==> src/rtl/pipeline_ctrl_pkg.sv <==
// Shared types and constants for the pipeline hazard controller.
package pipeline_ctrl_pkg;

    // Operand source selected for the E-stage ALU inputs.
    typedef enum logic [1:0] {
        FWD_RF = 2'b00,
        FWD_W  = 2'b01,
        FWD_M  = 2'b10
    } fwd_sel_t;

    // Data-memory handshake states.
    typedef enum logic {
        IDLE = 1'b0,
        WAIT = 1'b1
    } mem_state_t;

    // The PC register is never forwarded; its value comes from the PC path.
    localparam logic [3:0] REG_PC = 4'd15;

endpackage

==> src/rtl/pipeline_hazard_ctrl_fwd_unit.sv <==
// Forwarding compare for one E-stage source operand (M result wins over W).
module fwd_unit
    import pipeline_ctrl_pkg::*;
(
    input  logic [3:0] src,
    input  logic [3:0] dst_m,
    input  logic [3:0] dst_w,
    input  logic       reg_write_m,
    input  logic       reg_write_w,
    output fwd_sel_t   sel
);

    // Pick the youngest in-flight producer of the source register.
    always_comb begin
        sel = FWD_RF;
        if (src != REG_PC) begin
            if (reg_write_m && (dst_m == src)) begin
                sel = FWD_M;
            end else if (reg_write_w && (dst_w == src)) begin
                sel = FWD_W;
            end
        end
    end

endmodule

==> src/rtl/pipeline_hazard_ctrl.sv <==
// Hazard and sequencing controller for the 5-stage F/D/E/M/W pipeline:
// operand forwarding, load-use / PC / branch stalls and flushes, and a
// handshake FSM that freezes the pipeline during multi-cycle memory access.
// Optional macro STALL_PERF_CNT_EN adds stall/flush performance counters.
module pipeline_hazard_ctrl
    import pipeline_ctrl_pkg::*;
#(
    parameter int MEM_TIMEOUT = 16,
    parameter int CNT_W       = 8
) (
    input  logic       clk,
    input  logic       rst,
    input  logic [3:0] RA1D,
    input  logic [3:0] RA2D,
    input  logic [3:0] RA1E,
    input  logic [3:0] RA2E,
    input  logic [3:0] WA3E,
    input  logic [3:0] WA3M,
    input  logic [3:0] WA3W,
    input  logic       RegWriteM,
    input  logic       RegWriteW,
    input  logic       MemtoRegE,
    input  logic       PCSrcD,
    input  logic       PCSrcE,
    input  logic       PCSrcM,
    input  logic       BranchTakenE,
    input  logic       MemReqM,
    input  logic       mem_ack,
    output logic [1:0] ForwardAE,
    output logic [1:0] ForwardBE,
    output logic       StallF,
    output logic       StallD,
    output logic       StallE,
    output logic       StallM,
    output logic       FlushD,
    output logic       FlushE,
    output logic       FlushW,
    output logic       mem_req,
    output logic       mem_timeout_err
`ifdef STALL_PERF_CNT_EN
    ,
    output logic [31:0] stall_cycles,
    output logic [15:0] flush_events
`endif
);

    localparam logic [CNT_W-1:0] TIMEOUT_LAST = CNT_W'(MEM_TIMEOUT - 1);

    fwd_sel_t   fwd_a;
    fwd_sel_t   fwd_b;
    mem_state_t state;
    mem_state_t state_next;
    logic [CNT_W-1:0] cnt;
    logic [CNT_W-1:0] cnt_next;
    logic       timeout;
    logic       wait_stall;
    logic       mem_stall;
    logic       ld_stall;
    logic       pc_pend;

    fwd_unit u_fwd_a (
        .src         (RA1E),
        .dst_m       (WA3M),
        .dst_w       (WA3W),
        .reg_write_m (RegWriteM),
        .reg_write_w (RegWriteW),
        .sel         (fwd_a)
    );

    fwd_unit u_fwd_b (
        .src         (RA2E),
        .dst_m       (WA3M),
        .dst_w       (WA3W),
        .reg_write_m (RegWriteM),
        .reg_write_w (RegWriteW),
        .sel         (fwd_b)
    );

    assign ForwardAE = fwd_a;
    assign ForwardBE = fwd_b;

    // Memory handshake next state, wait counter and raw stall request.
    always_comb begin
        state_next = state;
        cnt_next   = cnt;
        timeout    = 1'b0;
        wait_stall = 1'b0;
        case (state)
            IDLE: begin
                if (MemReqM && !mem_ack) begin
                    wait_stall = 1'b1;
                    state_next = WAIT;
                    cnt_next   = CNT_W'(1);
                end
            end
            WAIT: begin
                if (mem_ack) begin
                    state_next = IDLE;
                    cnt_next   = '0;
                end else if (cnt == TIMEOUT_LAST) begin
                    timeout    = 1'b1;
                    state_next = IDLE;
                    cnt_next   = '0;
                end else begin
                    wait_stall = 1'b1;
                    cnt_next   = cnt + 1'b1;
                end
            end
            default: begin
                state_next = IDLE;
                cnt_next   = '0;
            end
        endcase
    end

    // Qualifying with reset makes an aborted access drop its request and stall at once.
    assign mem_stall = wait_stall & rst;
    assign mem_req   = MemReqM & rst;

    // Stall/flush enables; memory freeze overrides the pipeline hazards.
    always_comb begin
        ld_stall = MemtoRegE && ((WA3E == RA1D) || (WA3E == RA2D));
        pc_pend  = PCSrcD || PCSrcE || PCSrcM;
        StallF   = ld_stall || pc_pend;
        StallD   = ld_stall;
        StallE   = 1'b0;
        StallM   = 1'b0;
        FlushD   = pc_pend || BranchTakenE;
        FlushE   = ld_stall || BranchTakenE;
        FlushW   = 1'b0;
        if (mem_stall) begin
            StallF = 1'b1;
            StallD = 1'b1;
            StallE = 1'b1;
            StallM = 1'b1;
            FlushD = 1'b0;
            FlushE = 1'b0;
            FlushW = 1'b1;
        end
    end

    // FSM state and wait counter, updated with the segment registers on the falling edge.
    always_ff @(negedge clk or negedge rst) begin
        if (!rst) begin
            state <= IDLE;
            cnt   <= '0;
        end else begin
            state <= state_next;
            cnt   <= cnt_next;
        end
    end

    // Sticky timeout flag; only reset clears it.
    always_ff @(negedge clk or negedge rst) begin
        if (!rst) begin
            mem_timeout_err <= 1'b0;
        end else if (timeout) begin
            mem_timeout_err <= 1'b1;
        end
    end

`ifdef STALL_PERF_CNT_EN
    // Saturating counts of fetch-stall cycles and E-flush cycles.
    always_ff @(negedge clk or negedge rst) begin
        if (!rst) begin
            stall_cycles <= '0;
            flush_events <= '0;
        end else begin
            if (StallF && (stall_cycles != '1)) begin
                stall_cycles <= stall_cycles + 1'b1;
            end
            if (FlushE && (flush_events != '1)) begin
                flush_events <= flush_events + 1'b1;
            end
        end
    end
`else
    // Default build carries no performance counters.
`endif

endmodule
==> config.mk <==
export PLATFORM = sky130hd
export DESIGN_NAME = pipeline_hazard_ctrl
export DESIGN_NICKNAME = d
export VERILOG_FILES = /design/src/rtl/pipeline_ctrl_pkg.sv /design/src/rtl/pipeline_hazard_ctrl_fwd_unit.sv /design/src/rtl/pipeline_hazard_ctrl.sv
export SDC_FILE = /design/constraint.sdc
export NUM_CORES = 1
export LEC_CHECK = 0
export BUFFER_PORTS_ARGS = -buffer_cell sky130_fd_sc_hd__buf_4
export CORE_UTILIZATION = 43
export DETAILED_ROUTE_END_ITERATION = 6
export PLACE_DENSITY = 0.86
export SLEW_MARGIN = 10
export SYNTH_ARGS = -nofsm -noshare
export SYNTH_HDL_FRONTEND = slang
export SYNTH_SLANG_ARGS = --single-unit
==> constraint.sdc <==
create_clock -name clk -period 2.1 [get_ports clk]
set_input_delay 0.21 -clock clk [delete_from_list [all_inputs] [get_ports clk]]
set_output_delay 0.21 -clock clk [all_outputs]
set_load 0.005 [all_outputs]
### Word-level counts from Yosys, hierarchy flattened

Index checks and enable logic that the tools add are counted.
Widths: inputs -> output; s select.

* flip-flop bits (word level): 10
* bits of input ports: 39
* output and inout bits: 13
* logic and storage cells: 52

* add/sub/neg operators: 1
* equality and inequality tests: 10
* multiplexer cells: 22
* bitwise operators: 3
* reduce and logical (&&, ||, !) cells: 13

Operator list (number)
* $eq 4x4->1: 6
* $mux 8: 3
* $pmux 8 s2: 1
* $mux 1: 13
* $add 8x1->8 const B: 1
* $eq 8x4->1 const B: 1
* $mux 2: 4
* $ne 4x4->1 const B: 2
* $logic_and 1x1->1: 6
* $logic_or 1x1->1: 6
* $and 1x1->1: 2
* $ne 2x2->1 const B: 1
* $pmux 1 s2: 1
* $logic_not 1->1: 1
* $not 1->1: 1

### Logic depth before layout (Yosys ltp)

Gate-level depths: netlist of the first run.

* word-level depth: 6
* depth in mapped cells: 5
* gate-level depth less buffers: 5

### Cells and area by module

A second synthesis of the first run with hierarchy kept.

* cells, all modules: 113
* area total of the unflattened synthesis: 930.9 um^2

Modules (own cells, without submodules)
* pipeline_hazard_ctrl: instances 1, cells an instance 75, area an instance 668.1 um^2, sequential area each 250.2 um^2
* fwd_unit: instances 2, cells an instance 19, area an instance 131.4 um^2, sequential area each 0.0 um^2

==> results of run 1 <==
worst max-delay path: cells and delay by family (launching register included):
family | cells | cell delay [ns]
buffers and inverters | 2 | 0.32
flip-flops | 1 | 0.36
AO/OA/AOI/OAI | 1 | 0.27
AND/OR/NAND/NOR | 3 | 0.41
adder cells (fa/ha/maj) | 1 | 0.20
final timing paths:
kind | endpoint | slack (ns) | depth (start not counted)
worst max-delay path | StallF | -0.99 | 7
worst min-delay path | mem_timeout_err | 0.45 | 1
worst max register to register | cnt[0] | 0.45 | 7
worst min register to register | mem_timeout_err | 0.45 | 1
max in group asynchronous | mem_timeout_err | 1.22 | 1
min in group asynchronous | cnt[4] | 0.69 | 1
cell usage after synthesis (2+ instances only):
| library cell | number |
|---|---|
| xor2_1 | 15 |
| dfrtn_1 | 10 |
| xnor2_1 | 9 |
| a21oi_1 | 6 |
| nand3_1 | 6 |
| inv_1 | 5 |
| nand2_1 | 5 |
| o21a_1 | 5 |
| o21ai_0 | 5 |
| nor2_1 | 4 |
| nor3_1 | 4 |
| nor4_1 | 4 |
| nand2b_1 | 3 |
| nand4_1 | 3 |
| a22o_1 | 2 |
| a31oi_1 | 2 |
| and2_1 | 2 |
| buf_4 | 2 |
metrics by stage:
stage / util, % / worst slack [ns] / TNS (ns)
after floorplan: - / -0.5789 / -3.674
after global placement: 72.79 / -0.6250 / -4.109
after detailed placement: 72.79 / -0.7113 / -4.593
after CTS: 77.46 / -1.008 / -6.792
after global routing: 79.04 / -1.059 / -7.192
final: 79.04 / -0.9875 / -6.746
registers in the layout, indices dropped and copies added, names as in the netlist:
| name | count |
|---|---|
| state | 1 |
| mem_timeout_err | 1 |
| cnt | 8 |
logic make-up after synthesis:
group / after synthesis / synth area share, %
AO/OA/AOI/OAI: 25 / 20.33
XOR/XNOR: 24 / 23.08
adder cells (fa/ha/maj): 1 / 1.373
buffers and inverters: 7 / 3.709
flip-flops: 10 / 27.47
AND/OR/NAND/NOR: 38 / 24.04
cell type report:
cell class	count	share of cell area, %
repair buffers	76	37.14
flip-flops and latches	10	15.97
clock buffers	4	2.316
multi-input cells	88	41.21
inverters	5	1.198
well taps	27	2.157
timing repair:
| action | CTS | global route |
|---|---|---|
| setup endpoints to repair | 7 | 8 |
| hold buffers | 0 | 0 |
| setup buffers | 5 | 3 |
| pin swaps | 2 | 2 |
| gates resized for setup | 4 | 1 |
where the power goes:
group | total [mW] | leakage [nW] | switching (mW) | internal (mW)
Sequential | 0.252 | 0.134 | 0.0229 | 0.229
Combinational | 0.413 | 0.630 | 0.178 | 0.235
Clock | 0.179 | 0.0210 | 0.0735 | 0.105
Total | 0.843 | 0.785 | 0.274 | 0.569
routing by layer:
| metal | wire length (um) | vias up | global-route usage (%) |
|---|---|---|---|
| met5 | 0 | - | 0 |
| met4 | 149 | 0 | 17.78 |
| met3 | 134 | 13 | 4.906 |
| met2 | 1741 | 42 | 58.38 |
| met1 | 1046 | 504 | 25.62 |
| li1 | - | 534 | - |
==> results.md, run 1 <==
* Crit. Startpoint: cnt[1]
* Initial core utilization at a little under half
* Worst EP required at 1.89 ns
* Clock latency at the later pin of the worst-skew pair at between 0.2 and 0.3 ns
* Post-Syn Area at 910.9 um^2
* Lkg Pwr at 0.7847 nW
* Antenna diode count at 0
* Mapped Nets at ~150
* Sequential area share after synthesis at 27.47%
* Synth async-reset ratio at 100.0%
* Setup violators final at 7
* First-pass GRT wire length at between 4 and 5 mm
* Post-synth top area share at 27.47%
* Netlist cell types at 31
* Root Buffer: clkbuf_4
* Routed len/inst at 14.62 um
* RSZ-0062 raised after global routing: yes
* HPWL Detailed at around 2.3 mm
* Worst path most repeated cell: buf_4
* CP endpoint kind: primary output
* Clk_skew at approximately 0.003 ns
* Final WL at 3.071 mm
* Hold WS at 0.4498 ns
* Gate Count Post-Synth at 105
* Die Height at 48.03 um
* Placed insts at approximately 200
* VDD IR max at 0.0003416 V
* Nets@finish at ~220
* Status: finished with violations
* Final-report max-slew violation count at 0
* Largest net degree at the start of global routing at 13
* H-tree depth at 1
* Clk buf depth at 2
* Clock transition at path regs at 0.05 ns
* Slowest cell delay on critical path at 0.36 ns
* CP cell instances: ha_2, and3_4, and2_4, a2111oi_4, buf_4, nand3b_1, buf_4
* Syn. warnings at 0
* TritonCTS clock tree: done
* Primary FF master, synth: dfrtn_1
* Area after DPL at 1443 um^2
* CP Launch Type: flop
* Seq cells post-synth at 10
* Fin area at 1567 um^2
* Tot GR Track Use at 28.86%
* Worst R2R Start: cnt[1]
* Layout Cells excl Fill at 210
* Floorplan row count at 16
* Grt total ovfl at 0
* Initial antenna violation count at 0
* Avg Vias per Cell at 5.205
* Power per cell area at 538.4 nW/um^2
* DRC Markers at 0
* Slowest cell on crit path: dfrtn_1
* Max-slew headroom at 57.79%
* Critical Path AT at 2.88 ns
* Area of the multi-input gates at between 600 and 700 um^2
* Total power at 0.8435 mW
* Final setup margin at -0.9875 ns
* Worst-margin pin slew at ~0.63 ns
* Clock sink total at 10
* Core area at a little under 2000 um^2
* Die area at 2306 um^2
* Final Hold Vio Count at 0
* Crit path max fanout at 7
* Placer Congestion at 0.8263
* Failing checks: setup timing
* Commonest cells after routing, fill and taps aside: buf_4, xor2_1, dfrtn_1
* Via count at 1093
* Area growth syn-to-layout at 71.98%
* Largest area contributor in the netlist: dfrtn_1
* Post-detailed-route count of antenna-violating nets at 0
* Top post-synthesis cells by area: dfrtn_1, xor2_1, xnor2_1
* 1st-pass router iterations at 4
* CTS buffer count at 3
* Max-Cap Viols at 0
* Number of synthesized flops with an enable pin at 0
* Buffers on Ports at 51
* Avg Cell Area, Syn at just under 9 um^2
* Die width at 48.03 um
* Io pins at 52
* Layout fillers at 135
* Hold_sp: mem_timeout_err
* Worst Hold Class: reg2reg
* Setup Crit Path Kind: reg2out
* Sequential cell area at 250.2 um^2
* Starting DRT DRC Count at 14
* Commonest non-fill, non-tap cell in the layout: buf_4
* Vias in the first global route at 1050
* Layout cells sized above 1 at roughly 49%
Power figures use the tool's default switching activity.
==> inputs of run 2 (changes only) <==
REMOVE_ABC_BUFFERS = 1   (was default)
==> run 2 against run 1 <==
  * The flow still finishes with violations (setup timing)
  * Global-route usage fell by 3.6 points
  * Non-clock buffer count down 3
  * Largest power group unchanged
  * Utilization down 2.5 points
  * Via count shrank 4.1%
  * Die area unchanged
  * Clock power grew 2%
  * Cell area is 3.2% lower
  * Critical endpoint is now StallM
==> results.md, run 2 (synthesis gave the netlist of run 1 again) <==
* Status: finished with violations
* Failing checks: setup timing
* Nets@finish at 221 (-1.3%)
* H-tree depth at 1 (unchanged)
* Die area at 2306 um^2 (unchanged)
* First-pass GRT wire length at 4.008 mm (-9.9%)
* Crit path buffers/inverters at 2 (unchanged)
* Buffers on Ports at 51 (unchanged)
* CP cell instances: ha_2, and3_4, and2_4, a2111oi_4, buf_4, buf_4
* Routed len/inst at 12.60 um (-14%)
* Die Height at 48.03 um (unchanged)
* Top flop regs: cnt: 8 flops, mem_timeout_err: 1 flops, state: 1 flops
* Grt total ovfl at 0 (unchanged)
* Placer Congestion at 0.7644 (-7.5%)
* Antenna diode count at 0 (unchanged)
* Critical Path AT at 2.83 ns (-0.05 ns)
* Largest register FFs at 8 (unchanged)
* DRC Markers at 0 (unchanged)
* CP endpoint kind: primary output
* Worst Hold Class: reg2reg
* Worst-margin pin slew at 0.4912 ns (-0.1353 ns)
* VDD IR max at 0.0003093 V (-9.5%)
* Area growth syn-to-layout at 66.48%
* Clk_skew at 0.005402 ns (+0.002318 ns)
* Vias in the first global route at 1035 (-1.4%)
* Reg-to-reg slack, setup at 0.46 ns (about the same)
* Critical path depth in cells at 6 (-1)
* Slowest cell on crit path: a2111oi_4
* Clock transition at path regs at 0.06 ns (about the same)
* Setup violators final at 7 (unchanged)
* Crit path to: StallM
* Final WL at 2.608 mm (-15%)
* Clk buf depth at 2 (unchanged)
* Final Hold Vio Count at 0 (unchanged)
* HPWL Detailed at 2.131 mm (-7.1%)
* Lkg Pwr at 0.7569 nW (-3.5%)
* Clock sink total at 10 (unchanged)
* Layout cells sized above 1 at 47.22% (-1.4 points)
* Initial core utilization at 45.96% (unchanged)
* CTS buffer count at 3 (unchanged)
* Crit. Startpoint: cnt[1]
* Commonest non-fill, non-tap cell in the layout: buf_4
* Final-report max-slew violation count at 0 (unchanged)
* Largest Register: cnt
* Floorplan row count at 16 (unchanged)
* Largest net degree at the start of global routing at 13 (unchanged)
* Slowest cell delay on critical path at 0.37 ns (about the same)
* Power per cell area at 543.1 nW/um^2 (+0.87%)
* 1st-pass router iterations at 4 (unchanged)
* Fin area at 1516 um^2 (-3.2%)
* Commonest cells after routing, fill and taps aside: buf_4, xor2_1, dfrtn_1
* Clock latency at the later pin of the worst-skew pair at 0.28 ns (about the same)
* Crit-path leading delay family: compound AO/OA/AOI/OAI gates
* Hold Buf Count CTS at 0 (unchanged)
* Root Buffer: clkbuf_4
* Max-slew headroom at 67.25% (+9.5 points)
* Via count at 1048 (-4.1%)
* RSZ-0062 raised after global routing: yes
* Max-Cap Viols at 0 (unchanged)
* Core area at 1982 um^2 (unchanged)
* Worst path most repeated cell: buf_4
* Worst R2R Start: cnt[1]
* TritonCTS clock tree: done
* Starting DRT DRC Count at 13 (-1)
* Crit path max fanout at 5 (-2)
* Hold WS at 0.4166 ns (-0.03316 ns)
* Initial antenna violation count at 0 (unchanged)
* R2R depth at 7 (unchanged)
* Layout fillers at 135 (unchanged)
* CP Launch Type: flop
* Die width at 48.03 um (unchanged)
* Util after Layout at 76.52% (-2.5 points)
* Io pins at 52 (unchanged)
* Sequential cell area at 250.2 um^2 (unchanged)
* Final setup margin at -0.9442 ns (+0.04330 ns)
* Setup Crit Path Kind: reg2out
* Worst EP required at 1.89 ns (about the same)
* RR Endpoint: cnt[0]
* Area of the multi-input gates at 629.4 um^2 (-2.5%)
* Post-detailed-route count of antenna-violating nets at 0 (unchanged)
* Area after DPL at 1448 um^2 (+0.35%)
* Place WS at -0.7908 ns (-0.07945 ns)
* Avg Vias per Cell at 5.063 (-2.7%)
* Tot GR Track Use at 25.27% (-3.6 points)
-- run 2: changes by cell type in the layout (fill, tap and decap cells not counted), sizes merged --
cell | before | now
buf | 76 | 73
-- run 2: cell type report --
cell class | instances | share of cell area, %
inverter | 5 | 1.238
timing repair buffer | 73 | 36.14
sequential | 10 | 16.50
tap | 27 | 2.228
multi-input combinational | 88 | 41.50
clock buffer | 4 | 2.393
-- run 2: repair_timing --
| action | in CTS | in global routing |
|---|---|---|
| hold endpoints to repair | 0 | 0 |
| buffers inserted | 2 | 2 |
| gates resized for setup | 1 | 0 |
| endpoints found under the setup margin | 7 | 7 |
| pin swaps | 3 | 0 |
-- run 2: worst min-delay path by stage --
| stage | start | cells past startpoint | slack (ns) | endpoint |
|---|---|---|---|---|
| finish | mem_timeout_err | 1 | 0.42 | mem_timeout_err |
| global route | mem_timeout_err | 1 | 0.43 | mem_timeout_err |
| CTS | mem_timeout_err | 1 | 0.42 | mem_timeout_err |
| detailed placement | mem_timeout_err | 1 | 0.42 | mem_timeout_err |
| global placement | mem_timeout_err | 1 | 0.40 | mem_timeout_err |
| floorplan | cnt[2] | 1 | 0.41 | cnt[2] |
-- run 2: routing by layer --
| metal | up-vias | routed length, um | part of all wire (%) | track usage (%) |
|---|---|---|---|---|
| met5 | - | 0 | 0 | 0 |
| met4 | 0 | 42 | 1.6 | 9.444 |
| met3 | 6 | 118 | 4.5 | 4.151 |
| met2 | 37 | 1470 | 56 | 52.70 |
| met1 | 476 | 977 | 37 | 23.70 |
| li1 | 529 | - | - | - |
-- run 2: through the flow --
step	power, mW	instances	setup TNS (ns)
2_1_floorplan	0.3963	103	-4.515
3_3_place_gp	0.5910	199	-4.870
3_5_place_dp	0.6139	199	-5.439
4_1_cts	0.8134	205	-6.316
5_1_grt	0.8762	207	-6.918
6_report	0.8236	207	-6.426
-- run 2: where the power goes --
part	internal, mW	switching (mW)
combinational	0.226	0.166
clock	0.105	0.0771
sequential	0.229	0.0196
total	0.561	0.263
==> inputs of run 3 (changes only) <==
clock period = 3.1 ns   (was 2.1 ns; I/O delays follow)
==> run 3 against run 2 <==
  * The run still ends with setup timing left
  * Clock-buffer cell count is 1 lower
  * Sequential power down 32%
  * Highest routed layer unchanged
  * Worst hold slack better by 0.0097 ns
  * Largest cell class unchanged
  * Critical endpoint unchanged
==> results.md, run 3 (synthesis gave the netlist of run 1 again) <==
* CP Launch Type: flop
* Starting DRT DRC Count at 14 (+1)
* Floorplan row count at 16 (unchanged)
* Largest register FFs at 8 (unchanged)
* Hold WS at 0.4264 ns (+0.009723 ns)
* Worst Hold Class: reg2reg
* Crit. Startpoint: cnt[1]
* Crit path max fanout at 5 (unchanged)
* Setup Crit Path Kind: reg2out
* CP endpoint kind: primary output
* First-pass GRT wire length at 3.905 mm (-2.6%)
* Hold Path Cell Cnt at 1 (unchanged)
* HPWL Detailed at 2.082 mm (-2.3%)
* Initial core utilization at 45.96% (unchanged)
* Largest net degree at the start of global routing at 13 (unchanged)
* Sequential share of power at 34.1% (+4.0 points)
* Area growth syn-to-layout at 59.20%
* Clock latency at the later pin of the worst-skew pair at 0.27 ns (about the same)
* Io pins at 52 (unchanged)
* Die area at 2306 um^2 (unchanged)
* Switch Pwr at 0.1661 mW (-37%)
* Status: finished with violations
* Area after DPL at 1410 um^2 (-2.6%)
* Avg Vias per Cell at 5.191 (+2.5%)
* H-tree depth at 1 (unchanged)
* R2R depth at 7 (unchanged)
* Clock power frac at 18.5% (-3.7 points)
* Area of the multi-input gates at 629.4 um^2 (unchanged)
* Top flop regs: cnt: 8 flops, mem_timeout_err: 1 flops, state: 1 flops
* Root Buffer: clkbuf_4
* Place WS at -0.3886 ns (+0.4022 ns)
* RSZ-0062 raised after global routing: yes
* Final-report max-slew violation count at 0 (unchanged)
* Antenna diode count at 0 (unchanged)
* Clk buf depth at 2 (unchanged)
* Internal power at 0.3261 mW (-42%)
* Worst EP required at 2.79 ns (+0.90 ns)
* Grt total ovfl at 0 (unchanged)
* Layout Cells excl Fill at 199 (-3.9%)
* Final WL at 2.538 mm (-2.7%)
* Lkg Pwr at 0.7153 nW (-5.5%)
* Final setup margin at -0.5673 ns (+0.3769 ns)
* Layout cells sized above 1 at 44.77% (-2.5 points)
* Comb pwr share at 47.4% (-0.3 points)
* Post-detailed-route count of antenna-violating nets at 0 (unchanged)
* Worst R2R Start: cnt[1]
* Placed insts at 194 (-2.5%)
* Worst-margin pin slew at 0.3985 ns (-0.09269 ns)
* DRC Markers at 0 (unchanged)
* Final Hold Vio Count at 0 (unchanged)
* Core area at 1982 um^2 (unchanged)
* Switch share at 33.74% (+1.8 points)
* 1st-pass router iterations at 4 (unchanged)
* Vias in the first global route at 983 (-5.0%)
* Power per cell area at 339.4 nW/um^2 (-38%)
* Hold_sp: mem_timeout_err
* Initial antenna violation count at 0 (unchanged)
* TritonCTS clock tree: done
* Die width at 48.03 um (unchanged)
* Max-Cap Viols at 0 (unchanged)
* Routed len/inst at 12.75 um (+1.2%)
* Clk_skew at 0.008833 ns (+0.003431 ns)
* VDD IR max at 0.0001852 V (-40%)
* Largest Register: cnt
* Tot GR Track Use at 24.15% (-1.1 points)
* Layout fillers at 158 (+17%)
* Failing checks: setup timing
* Fin area at 1450 um^2 (-4.4%)
* CTS buffer count at 3 (unchanged)
* Clock sink total at 10 (unchanged)
* Setup TNS at -3.836 ns (+2.590 ns)
* Via count at 1033 (-1.4%)
* Reg-to-reg slack, setup at 1.45 ns (+0.99 ns)
* Nets@finish at 214 (-3.2%)
* Sequential cell area at 250.2 um^2 (unchanged)
* Commonest cells after routing, fill and taps aside: buf_4, xor2_1, dfrtn_1
* Commonest non-fill, non-tap cell in the layout: buf_4
* Max-slew headroom at 73.43% (+6.2 points)
* Placer Congestion at 0.7718 (+0.97%)
* Critical Path AT at 3.36 ns (+0.53 ns)
* Clock transition at path regs at 0.05 ns (about the same)
* Die Height at 48.03 um (unchanged)
* Buffers on Ports at 51 (unchanged)
* Setup violators final at 7 (unchanged)
## run 3: cell count changes in the layout (fill, tap and decap cells not counted), sizes merged
| cell | before | now |
|---|---|---|
| buf | 73 | 66 |
| clkbuf | 4 | 3 |
## run 3: power groups by stage
stage / registers [mW] / clock network, mW / logic (mW)
after CTS: 0.168 / 0.0883 / 0.231
after floorplan: 0.178 / 0 / 0.0906
final: 0.168 / 0.0909 / 0.234
after global routing: 0.170 / 0.0962 / 0.252
after detailed placement: 0.170 / 0 / 0.229
after global placement: 0.168 / 0 / 0.217
## run 3: cell type report
cell class	instances	area share, %
flip-flops and latches	10	17.26
multi-input cells	88	43.40
inverters	5	1.294
repair buffers	66	34.17
well taps	27	2.330
clock buffers	3	1.553
## run 3: path summary, 6_finish.rpt
| check | to |
|---|---|
| max reg2reg | cnt[0] |
| max | StallM |
| min reg2reg | mem_timeout_err |
| max in group asynchronous | cnt[2] |
| min | mem_timeout_err |
| min in group asynchronous | state |
## run 3: worst max-delay path, cell delays in order (launching register included)
cell,delay (ns)
dfrtn_1,0.35
ha_2,0.19
and3_4,0.18
and2_4,0.14
a2111oi_4,0.39
buf_4,0.19
buf_4,0.10
## run 3: what timing repair did
item                       in CTS  in global routing
buffers inserted                1                  1
gates resized for setup         1                  0
hold buffers                    0                  0
pin swaps                       2                  0
setup endpoints to repair       7                  7
## run 3: through the flow
step                      utilization [%]  power (mW)
after CTS                           72.79      0.4875
final                               73.17      0.4922
after floorplan                         -      0.2685
after global placement              71.15      0.3845
after global routing                73.17      0.5184
after detailed placement            71.15      0.3984
## run 3: layer usage
layer	up-vias	GRT usage [%]	share of wire [%]
li1	509	-	-
met1	478	25.85	39
met2	40	45.95	54
met3	6	4.528	4.9
met4	0	9.444	2.0
met5	-	0	0
